`src/rtl/jpeg_fb_writer_if.sv`:
```
// Stream interfaces for the JPEG framebuffer writer: decoded pixel input and word-write output.

interface jfw_pix_if;
    logic        valid;
    logic        accept;
    logic [15:0] width;
    logic [15:0] height;
    logic [15:0] pixel_x;
    logic [15:0] pixel_y;
    logic [7:0]  pixel_r;
    logic [7:0]  pixel_g;
    logic [7:0]  pixel_b;

    modport master (
        output valid, width, height, pixel_x, pixel_y, pixel_r, pixel_g, pixel_b,
        input  accept
    );

    modport slave (
        input  valid, width, height, pixel_x, pixel_y, pixel_r, pixel_g, pixel_b,
        output accept
    );
endinterface

interface jfw_wr_if;
    logic        valid;
    logic        accept;
    logic [31:0] addr;
    logic [31:0] data;
    logic [3:0]  strb;

    modport master (
        output valid, addr, data, strb,
        input  accept
    );

    modport slave (
        input  valid, addr, data, strb,
        output accept
    );
endinterface

```
`src/rtl/jpeg_fb_writer.sv`:
```
// Writes the decoder's pixel stream into a linear RGB565 framebuffer, pairing
// even/odd neighbours into full 32-bit writes and flushing lone half-words.

module jpeg_fb_writer #(
    parameter int unsigned FLUSH_CYCLES = 16
) (
    input  logic        clk_i,
    input  logic        rst_i,
    jfw_pix_if.slave    inport,
    jfw_wr_if.master    outport,
    input  logic [31:0] cfg_base_addr_i,
    input  logic [15:0] cfg_stride_i,
    output logic        frame_done_o,
    output logic        idle_o
);

    localparam int unsigned TW = $clog2(FLUSH_CYCLES + 1);
    localparam logic [TW-1:0] TIMER_LAST = TW'(FLUSH_CYCLES - 1);

    typedef enum logic [2:0] {
        ACT_NONE,
        ACT_FLUSH,
        ACT_MERGE,
        ACT_LOAD,
        ACT_DIRECT
    } act_e;

    // Output slot
    logic        out_valid_q, out_valid_d;
    logic [31:0] out_addr_q,  out_addr_d;
    logic [31:0] out_data_q,  out_data_d;
    logic [3:0]  out_strb_q,  out_strb_d;

    // Held even half-word
    logic        hold_valid_q, hold_valid_d;
    logic [31:0] hold_addr_q,  hold_addr_d;
    logic [15:0] hold_data_q,  hold_data_d;
    logic [15:0] hold_x_q,     hold_x_d;

    // Frame tracking and idle flush timer
    logic [31:0]   count_q, count_d;
    logic [15:0]   width_q, width_d;
    logic [15:0]   height_q, height_d;
    logic [TW-1:0] timer_q, timer_d;
    logic          frame_done_q, frame_done_d;
    logic          idle_q, idle_d;

    logic [15:0] pix_c;
    logic [31:0] row_off_c;
    logic [31:0] byte_addr_c;
    logic [31:0] word_addr_c;
    logic [31:0] total_c;
    logic        frame_full_c;
    logic [15:0] eff_w_c;
    logic        last_col_c;
    logic        in_v_c;
    logic        slot_free_c;
    logic        pair_match_c;
    logic        accept_c;
    logic        done_c;
    act_e        act_c;
    logic        unused_c;

    // Pixel format, address generation and frame status
    always_comb begin
        pix_c        = {inport.pixel_r[7:3], inport.pixel_g[7:2], inport.pixel_b[7:3]};
        row_off_c    = 32'(inport.pixel_y) * 32'(cfg_stride_i);
        byte_addr_c  = cfg_base_addr_i + row_off_c + {15'd0, inport.pixel_x, 1'b0};
        word_addr_c  = {byte_addr_c[31:2], 2'b00};
        total_c      = 32'(width_q) * 32'(height_q);
        frame_full_c = (total_c != 32'd0) && (count_q == total_c);
        // The first pixel of a frame is judged against its own width since nothing is latched yet
        eff_w_c      = (count_q == 32'd0) ? inport.width : width_q;
        last_col_c   = (inport.pixel_x == 16'(eff_w_c - 16'd1));
        in_v_c       = inport.valid && !frame_full_c;
        slot_free_c  = !out_valid_q || outport.accept;
        pair_match_c = inport.pixel_x[0] && (word_addr_c == hold_addr_q)
                       && (inport.pixel_x == 16'(hold_x_q + 16'd1));
        unused_c     = ^{inport.pixel_r[2:0], inport.pixel_g[1:0], inport.pixel_b[2:0],
                         byte_addr_c[1:0]};
    end

    // Prioritised per-cycle action, only when the out slot can take a write
    always_comb begin
        act_c = ACT_NONE;
        if (slot_free_c) begin
            if (frame_full_c && hold_valid_q) begin
                act_c = ACT_FLUSH;
            end else if (hold_valid_q && in_v_c && pair_match_c) begin
                act_c = ACT_MERGE;
            end else if (hold_valid_q && in_v_c) begin
                act_c = ACT_FLUSH;
            end else if (hold_valid_q && !inport.valid && (timer_q == TIMER_LAST)) begin
                act_c = ACT_FLUSH;
            end else if (!hold_valid_q && in_v_c && !inport.pixel_x[0] && !last_col_c) begin
                act_c = ACT_LOAD;
            end else if (!hold_valid_q && in_v_c) begin
                act_c = ACT_DIRECT;
            end
        end
        accept_c = (act_c == ACT_MERGE) || (act_c == ACT_LOAD) || (act_c == ACT_DIRECT);
        done_c   = frame_full_c && !hold_valid_q && out_valid_q && outport.accept;
    end

    // Next-state for slot, hold, timer and frame counters
    always_comb begin
        out_valid_d  = out_valid_q;
        out_addr_d   = out_addr_q;
        out_data_d   = out_data_q;
        out_strb_d   = out_strb_q;
        hold_valid_d = hold_valid_q;
        hold_addr_d  = hold_addr_q;
        hold_data_d  = hold_data_q;
        hold_x_d     = hold_x_q;
        count_d      = count_q;
        width_d      = width_q;
        height_d     = height_q;
        timer_d      = timer_q;
        frame_done_d = done_c;

        if (slot_free_c) begin
            out_valid_d = 1'b0;
        end

        unique case (act_c)
            ACT_FLUSH: begin
                out_valid_d  = 1'b1;
                out_addr_d   = hold_addr_q;
                out_data_d   = {16'd0, hold_data_q};
                out_strb_d   = 4'b0011;
                hold_valid_d = 1'b0;
            end
            ACT_MERGE: begin
                out_valid_d  = 1'b1;
                out_addr_d   = hold_addr_q;
                out_data_d   = {pix_c, hold_data_q};
                out_strb_d   = 4'b1111;
                hold_valid_d = 1'b0;
            end
            ACT_LOAD: begin
                hold_valid_d = 1'b1;
                hold_addr_d  = word_addr_c;
                hold_data_d  = pix_c;
                hold_x_d     = inport.pixel_x;
            end
            ACT_DIRECT: begin
                out_valid_d = 1'b1;
                out_addr_d  = word_addr_c;
                if (inport.pixel_x[0]) begin
                    out_data_d = {pix_c, 16'd0};
                    out_strb_d = 4'b1100;
                end else begin
                    out_data_d = {16'd0, pix_c};
                    out_strb_d = 4'b0011;
                end
            end
            default: ;
        endcase

        // Idle timer runs only while a half-word waits with no input in sight
        if ((act_c != ACT_NONE && act_c != ACT_DIRECT) || inport.valid || !hold_valid_q) begin
            timer_d = '0;
        end else if (timer_q != TIMER_LAST) begin
            timer_d = timer_q + TW'(1);
        end

        if (accept_c && (count_q == 32'd0)) begin
            width_d  = inport.width;
            height_d = inport.height;
        end
        if (done_c) begin
            count_d = 32'd0;
        end else if (accept_c) begin
            count_d = count_q + 32'd1;
        end

        idle_d = !hold_valid_d && !out_valid_d && (count_d == 32'd0);
    end

    // State registers with synchronous reset
    always_ff @(posedge clk_i) begin
        if (rst_i) begin
            out_valid_q  <= 1'b0;
            out_addr_q   <= 32'd0;
            out_data_q   <= 32'd0;
            out_strb_q   <= 4'd0;
            hold_valid_q <= 1'b0;
            hold_addr_q  <= 32'd0;
            hold_data_q  <= 16'd0;
            hold_x_q     <= 16'd0;
            count_q      <= 32'd0;
            width_q      <= 16'd0;
            height_q     <= 16'd0;
            timer_q      <= '0;
            frame_done_q <= 1'b0;
            idle_q       <= 1'b1;
        end else begin
            out_valid_q  <= out_valid_d;
            out_addr_q   <= out_addr_d;
            out_data_q   <= out_data_d;
            out_strb_q   <= out_strb_d;
            hold_valid_q <= hold_valid_d;
            hold_addr_q  <= hold_addr_d;
            hold_data_q  <= hold_data_d;
            hold_x_q     <= hold_x_d;
            count_q      <= count_d;
            width_q      <= width_d;
            height_q     <= height_d;
            timer_q      <= timer_d;
            frame_done_q <= frame_done_d;
            idle_q       <= idle_d;
        end
    end

    assign inport.accept  = accept_c;
    assign outport.valid  = out_valid_q;
    assign outport.addr   = out_addr_q;
    assign outport.data   = out_data_q;
    assign outport.strb   = out_strb_q;
    assign frame_done_o   = frame_done_q;
    assign idle_o         = idle_q;

endmodule
```
`src/flat_wrapper.sv`:
```
// flat-port wrapper written by rule: the top's interface ports become plain ports
module jpeg_fb_writer_flat 
#(
    parameter int unsigned FLUSH_CYCLES = 16
)
  (clk_i, rst_i, cfg_base_addr_i, cfg_stride_i, frame_done_o, idle_o, inport_valid, inport_width, inport_height, inport_pixel_x, inport_pixel_y, inport_pixel_r, inport_pixel_g, inport_pixel_b, inport_accept, outport_valid, outport_addr, outport_data, outport_strb, outport_accept);
  jfw_pix_if inport_i ();
  jfw_wr_if outport_i ();
  input  logic clk_i;
  input  logic rst_i;
  input  logic [31:0] cfg_base_addr_i;
  input  logic [15:0] cfg_stride_i;
  output logic frame_done_o;
  output logic idle_o;
  input wire logic [$bits(inport_i.valid)-1:0] inport_valid;
  input wire logic [$bits(inport_i.width)-1:0] inport_width;
  input wire logic [$bits(inport_i.height)-1:0] inport_height;
  input wire logic [$bits(inport_i.pixel_x)-1:0] inport_pixel_x;
  input wire logic [$bits(inport_i.pixel_y)-1:0] inport_pixel_y;
  input wire logic [$bits(inport_i.pixel_r)-1:0] inport_pixel_r;
  input wire logic [$bits(inport_i.pixel_g)-1:0] inport_pixel_g;
  input wire logic [$bits(inport_i.pixel_b)-1:0] inport_pixel_b;
  output wire logic [$bits(inport_i.accept)-1:0] inport_accept;
  output wire logic [$bits(outport_i.valid)-1:0] outport_valid;
  output wire logic [$bits(outport_i.addr)-1:0] outport_addr;
  output wire logic [$bits(outport_i.data)-1:0] outport_data;
  output wire logic [$bits(outport_i.strb)-1:0] outport_strb;
  input wire logic [$bits(outport_i.accept)-1:0] outport_accept;
  assign inport_i.valid = inport_valid;
  assign inport_i.width = inport_width;
  assign inport_i.height = inport_height;
  assign inport_i.pixel_x = inport_pixel_x;
  assign inport_i.pixel_y = inport_pixel_y;
  assign inport_i.pixel_r = inport_pixel_r;
  assign inport_i.pixel_g = inport_pixel_g;
  assign inport_i.pixel_b = inport_pixel_b;
  assign inport_accept = inport_i.accept;
  assign outport_valid = outport_i.valid;
  assign outport_addr = outport_i.addr;
  assign outport_data = outport_i.data;
  assign outport_strb = outport_i.strb;
  assign outport_i.accept = outport_accept;
  jpeg_fb_writer #(.FLUSH_CYCLES(FLUSH_CYCLES)) u_core (.clk_i(clk_i), .rst_i(rst_i), .inport(inport_i), .outport(outport_i), .cfg_base_addr_i(cfg_base_addr_i), .cfg_stride_i(cfg_stride_i), .frame_done_o(frame_done_o), .idle_o(idle_o));
endmodule
```
`config.mk`:
```
export PLATFORM = sky130hd
export DESIGN_NAME = jpeg_fb_writer_flat
export DESIGN_NICKNAME = d
export VERILOG_FILES = /design/src/rtl/jpeg_fb_writer_if.sv /design/src/rtl/jpeg_fb_writer.sv /design/src/flat_wrapper.sv
export SDC_FILE = /design/constraint.sdc
export NUM_CORES = 2
export LEC_CHECK = 0
export CORE_MARGIN = 5
export CORE_UTILIZATION = 48
export CTS_CLUSTER_DIAMETER = 80
export CTS_CLUSTER_SIZE = 20
export DETAILED_ROUTE_END_ITERATION = 8
export PLACE_DENSITY_LB_ADDON = 0.12
export SYNTH_ARGS = -nofsm -noshare
export SYNTH_HDL_FRONTEND = slang
export SYNTH_SLANG_ARGS = --single-unit
```
`constraint.sdc`:
```
create_clock -name clk_i -period 28.4 [get_ports clk_i]
set_input_delay 7.1 -clock clk_i [delete_from_list [all_inputs] [get_ports clk_i]]
set_output_delay 7.1 -clock clk_i [all_outputs]
set_load 0.005 [all_outputs]
```
==> results_dict.tcl <==
set metrics [dict create \
    status "finished clean" \
    max_freq_mhz 41.99 \
    cts_setup_buffers 0 \
    crit_type "in -> out" \
    netlist_area_um2 30130 \
    drc 0 \
    die_x_um 260.6 \
    hold_viol 0 \
    hpwl_um 67280 \
    max_slew_margin_pct 24.95 \
    start_util_pct 48.65 \
    setup_viol 0 \
    avgViaCountPerCell 5.479 \
    numCtsBuffers 17 \
    cp_cell_sequence "clkdlybuf4s50_1 -> nand2_1 -> fa_1 -> inv_1 -> fa_1 -> fa_1 -> fa_1 -> inv_1 -> fa_1 -> inv_1 -> fa_1 -> ha_1 -> a21oi_1 -> o21bai_1 -> a211oi_1 -> nand2_1 -> xnor2_1 -> a2111oi_0 -> and4_1 -> a31oi_1 -> or3_1 -> buf_4 -> inv_2 -> clkdlybuf4s50_1" \
    cp.buffers_inverters 7 \
    top_layer "met5" \
    synth_flop_cell "dfxtp_1" \
    synth.top_cells.by_area "fa_1, dfxtp_1, ha_1" \
    synth-warning-count 0 \
    drive_gt1_share_pct 2.590 \
    io_pins 212 \
    multi_input_area_um2 23230 \
    synth.top_cell.area_share_pct 28.90 \
    clock_skew_ns 0.02467 \
    cts_resized 0 \
    clock-sinks 199 \
    via_count 24500 \
    die_area_um2 67890 \
    routabilityCongestion 0.9472 \
    clkSlewWorstSetupHoldPaths_ns 0.08 \
    grt_max_degree 93 \
    yosysTopAreaCell "fa_1" \
    period_minus_slack_ns 23.81 \
    cts-root-buf "clkbuf_16" \
    yosysUniqueCellTypes 89 \
    drv_slew 0 \
    async_flop_share_pct 0 \
    syn_to_final_growth_pct 9.824 \
    seq_area_um2 3984 \
    synthCells 3582 \
    finalCritPeriodShare_pct 83.85 \
    cts_tree "done" \
    wl_um 84900 \
    synth_edf_count 0 \
    synth_area_per_cell_um2 8.413 \
    yosysSeqAreaShare_pct 13.22 \
    num-fill-cells 5948 \
    grt_pass1_vias 24470 \
    grt_pass1_wl_um 137800 \
    cp_slowest_stage_delay_ns 1.06 \
    drt_first_pass_iters 5 \
    drtIter0Drc 1840 \
    start_kind "input pin" \
    synth-seq-cells 199 \
    antenna_left 0 \
    grt.overflow.total 0 \
    drt-met1-wl_um 40670 \
    end_kind "output pin" \
    nNetsFinal 4398 \
    required_ns 21.30 \
    wire_per_inst_um 18.98 \
    wl_met2_um 34580 \
    worstPathArrival_ns 16.71 \
    die_h_um 260.6 \
    htree_levels 4 \
    hp-class "reg -> reg" \
    synthTopCellsByCount "inv_1, nand2_1, fa_1" \
    clkLatencyLatePin_ns 0.51 \
    crit_top_cell "fa_1" \
    slowest_stage "clkdlybuf4s50_1" \
    drv_cap 0 \
    core_um2 61940 \
    critPathTopFamily "adder cells" \
    rsz0062_at_grt "false" \
    critPathMaxFanout 24 \
    wl_met3_um 8432 \
    rows 91 \
    clk_path_buf_depth 2 \
    antenna_found_initial 14 \
    hold_buffers 0 \
    grt_util_all_layers_pct 25.58 \
    synth.most_common_cell "inv_1" \
    tightestPinTransition_ns 1.124 \
    io_buffers 201 \
    final.setup.tns_ns 0 \
]
[area by class of cell]
class,count,share of cell area (%)
Multi-Input combinational cell,2630,70.20
Inverter,545,6.181
Clock buffer,18,1.327
Clock inverter,14,0.4499
Tap cell,837,3.164
Antenna cell,5,0.03781
Sequential cell,199,12.04
Timing Repair Buffer,224,6.605
[per-stage QoR]
| step | instance area, um^2 | hold slack [ns] | setup slack, ns | std cells | util (%) |
|---|---|---|---|---|---|
| final | 33090 | 0.4985 | 4.587 | 4472 | 53.43 |
| after global routing | 33090 | 0.5317 | 4.053 | 4469 | 53.42 |
| after CTS | 33080 | 0.5081 | 4.672 | 4467 | 53.41 |
| after detailed placement | 32490 | 0.4861 | 4.715 | 4435 | 52.46 |
| after global placement | 32490 | 0.4738 | 4.709 | 4435 | 52.46 |
| after floorplan | 30140 | 0.4585 | 7.476 | 3583 | - |
[per-layer routing]
metal  up-vias  global-route usage, %
li1      11540                      -
met1     12000                  39.29
met2       855                  36.23
met3        86                  7.227
met4        20                  4.579
met5         -                      0
[path summary, 6_finish.rpt]
path	startpoint	endpoint	slack, ns	depth (start not counted)
hold / removal	u_core.hold_data_q[3]$_SDFFE_PP0N_	u_core.hold_data_q[3]$_SDFFE_PP0N_	0.50	2
setup / recovery	inport_pixel_y[10]	inport_accept	4.59	24
hold reg to reg	u_core.hold_data_q[3]$_SDFFE_PP0N_	u_core.hold_data_q[3]$_SDFFE_PP0N_	0.50	2
setup reg to reg	u_core.width_q[3]$_SDFFE_PP0P_	u_core.hold_addr_q[4]$_SDFFE_PP0N_	18.92	27
[flip-flops by register name, summed over array words and instances, names as in the netlist]
signal and count:
u_core.width_q 16, u_core.hold_addr_q 30, u_core.idle_o 1, u_core.hold_valid_q 1, u_core.frame_done_o 1, u_core.outport.addr 30
u_core.height_q 16, u_core.outport.valid 1, u_core.outport.data 32, u_core.timer_q 5, u_core.count_q 32, u_core.hold_x_q 16
u_core.hold_data_q 16, u_core.outport.strb 2
[worst register-to-register path: stages, from the launching register on]
cell and delay [ns]:
dfxtp_1 1.07, nand2_1 0.20, fa_1 0.60, inv_1 0.05, fa_1 0.51, ha_1 0.15, inv_1 0.05, fa_1 0.47
fa_1 0.45, fa_1 0.52, inv_1 0.05, ha_1 0.56, nand4_1 0.15, a21oi_1 0.28, nor2_2 0.10, o31ai_2 0.37
xor2_1 0.11, or4_1 0.53, or4_1 0.53, nor3_1 0.25, and4b_4 0.27, or2_2 0.33, nor2_1 0.10, buf_4 0.17
and2_4 0.32, buf_4 0.74, mux2i_1 0.34, nor2_1 0.05
[cells in the final DEF, fill, tap and decap left out, types with 19 or more instances in the layout]
| master | synthesis | final |
|---|---|---|
| buf_4 | 13 | 23 |
| a211oi_1 | 50 | 50 |
| nand2_1 | 441 | 441 |
| nor4_1 | 19 | 19 |
| dfxtp_1 | 199 | 199 |
| clkdlybuf4s50_1 | 0 | 200 |
| a31oi_1 | 31 | 31 |
| inv_1 | 543 | 542 |
| nand4_1 | 50 | 50 |
| nand3_1 | 46 | 46 |
| and2_1 | 203 | 202 |
| xor2_1 | 52 | 52 |
| a22oi_1 | 22 | 22 |
| fa_1 | 435 | 435 |
| mux2i_1 | 156 | 156 |
| a21oi_1 | 87 | 87 |
| xnor2_1 | 134 | 134 |
| nor3_1 | 52 | 51 |
| o21ai_0 | 70 | 70 |
| nor2_1 | 312 | 312 |
| a21o_1 | 21 | 21 |
| ha_1 | 206 | 206 |
[cell families after synthesis]
logic type	count (synthesis)	share of synthesized area (%)
buffers and inverters	754	9.766
AO/OA/AOI/OAI	411	9.214
multiplexers	159	5.294
other	1	0.01244
XOR/XNOR	192	5.859
adder cells (fa/ha/maj)	641	37.45
AND/OR/NAND/NOR	1225	19.18
flip-flops	199	13.22
Power is not shown: default switching activity piles up to over one toggle a cycle in this logic, so the estimate is an artifact.
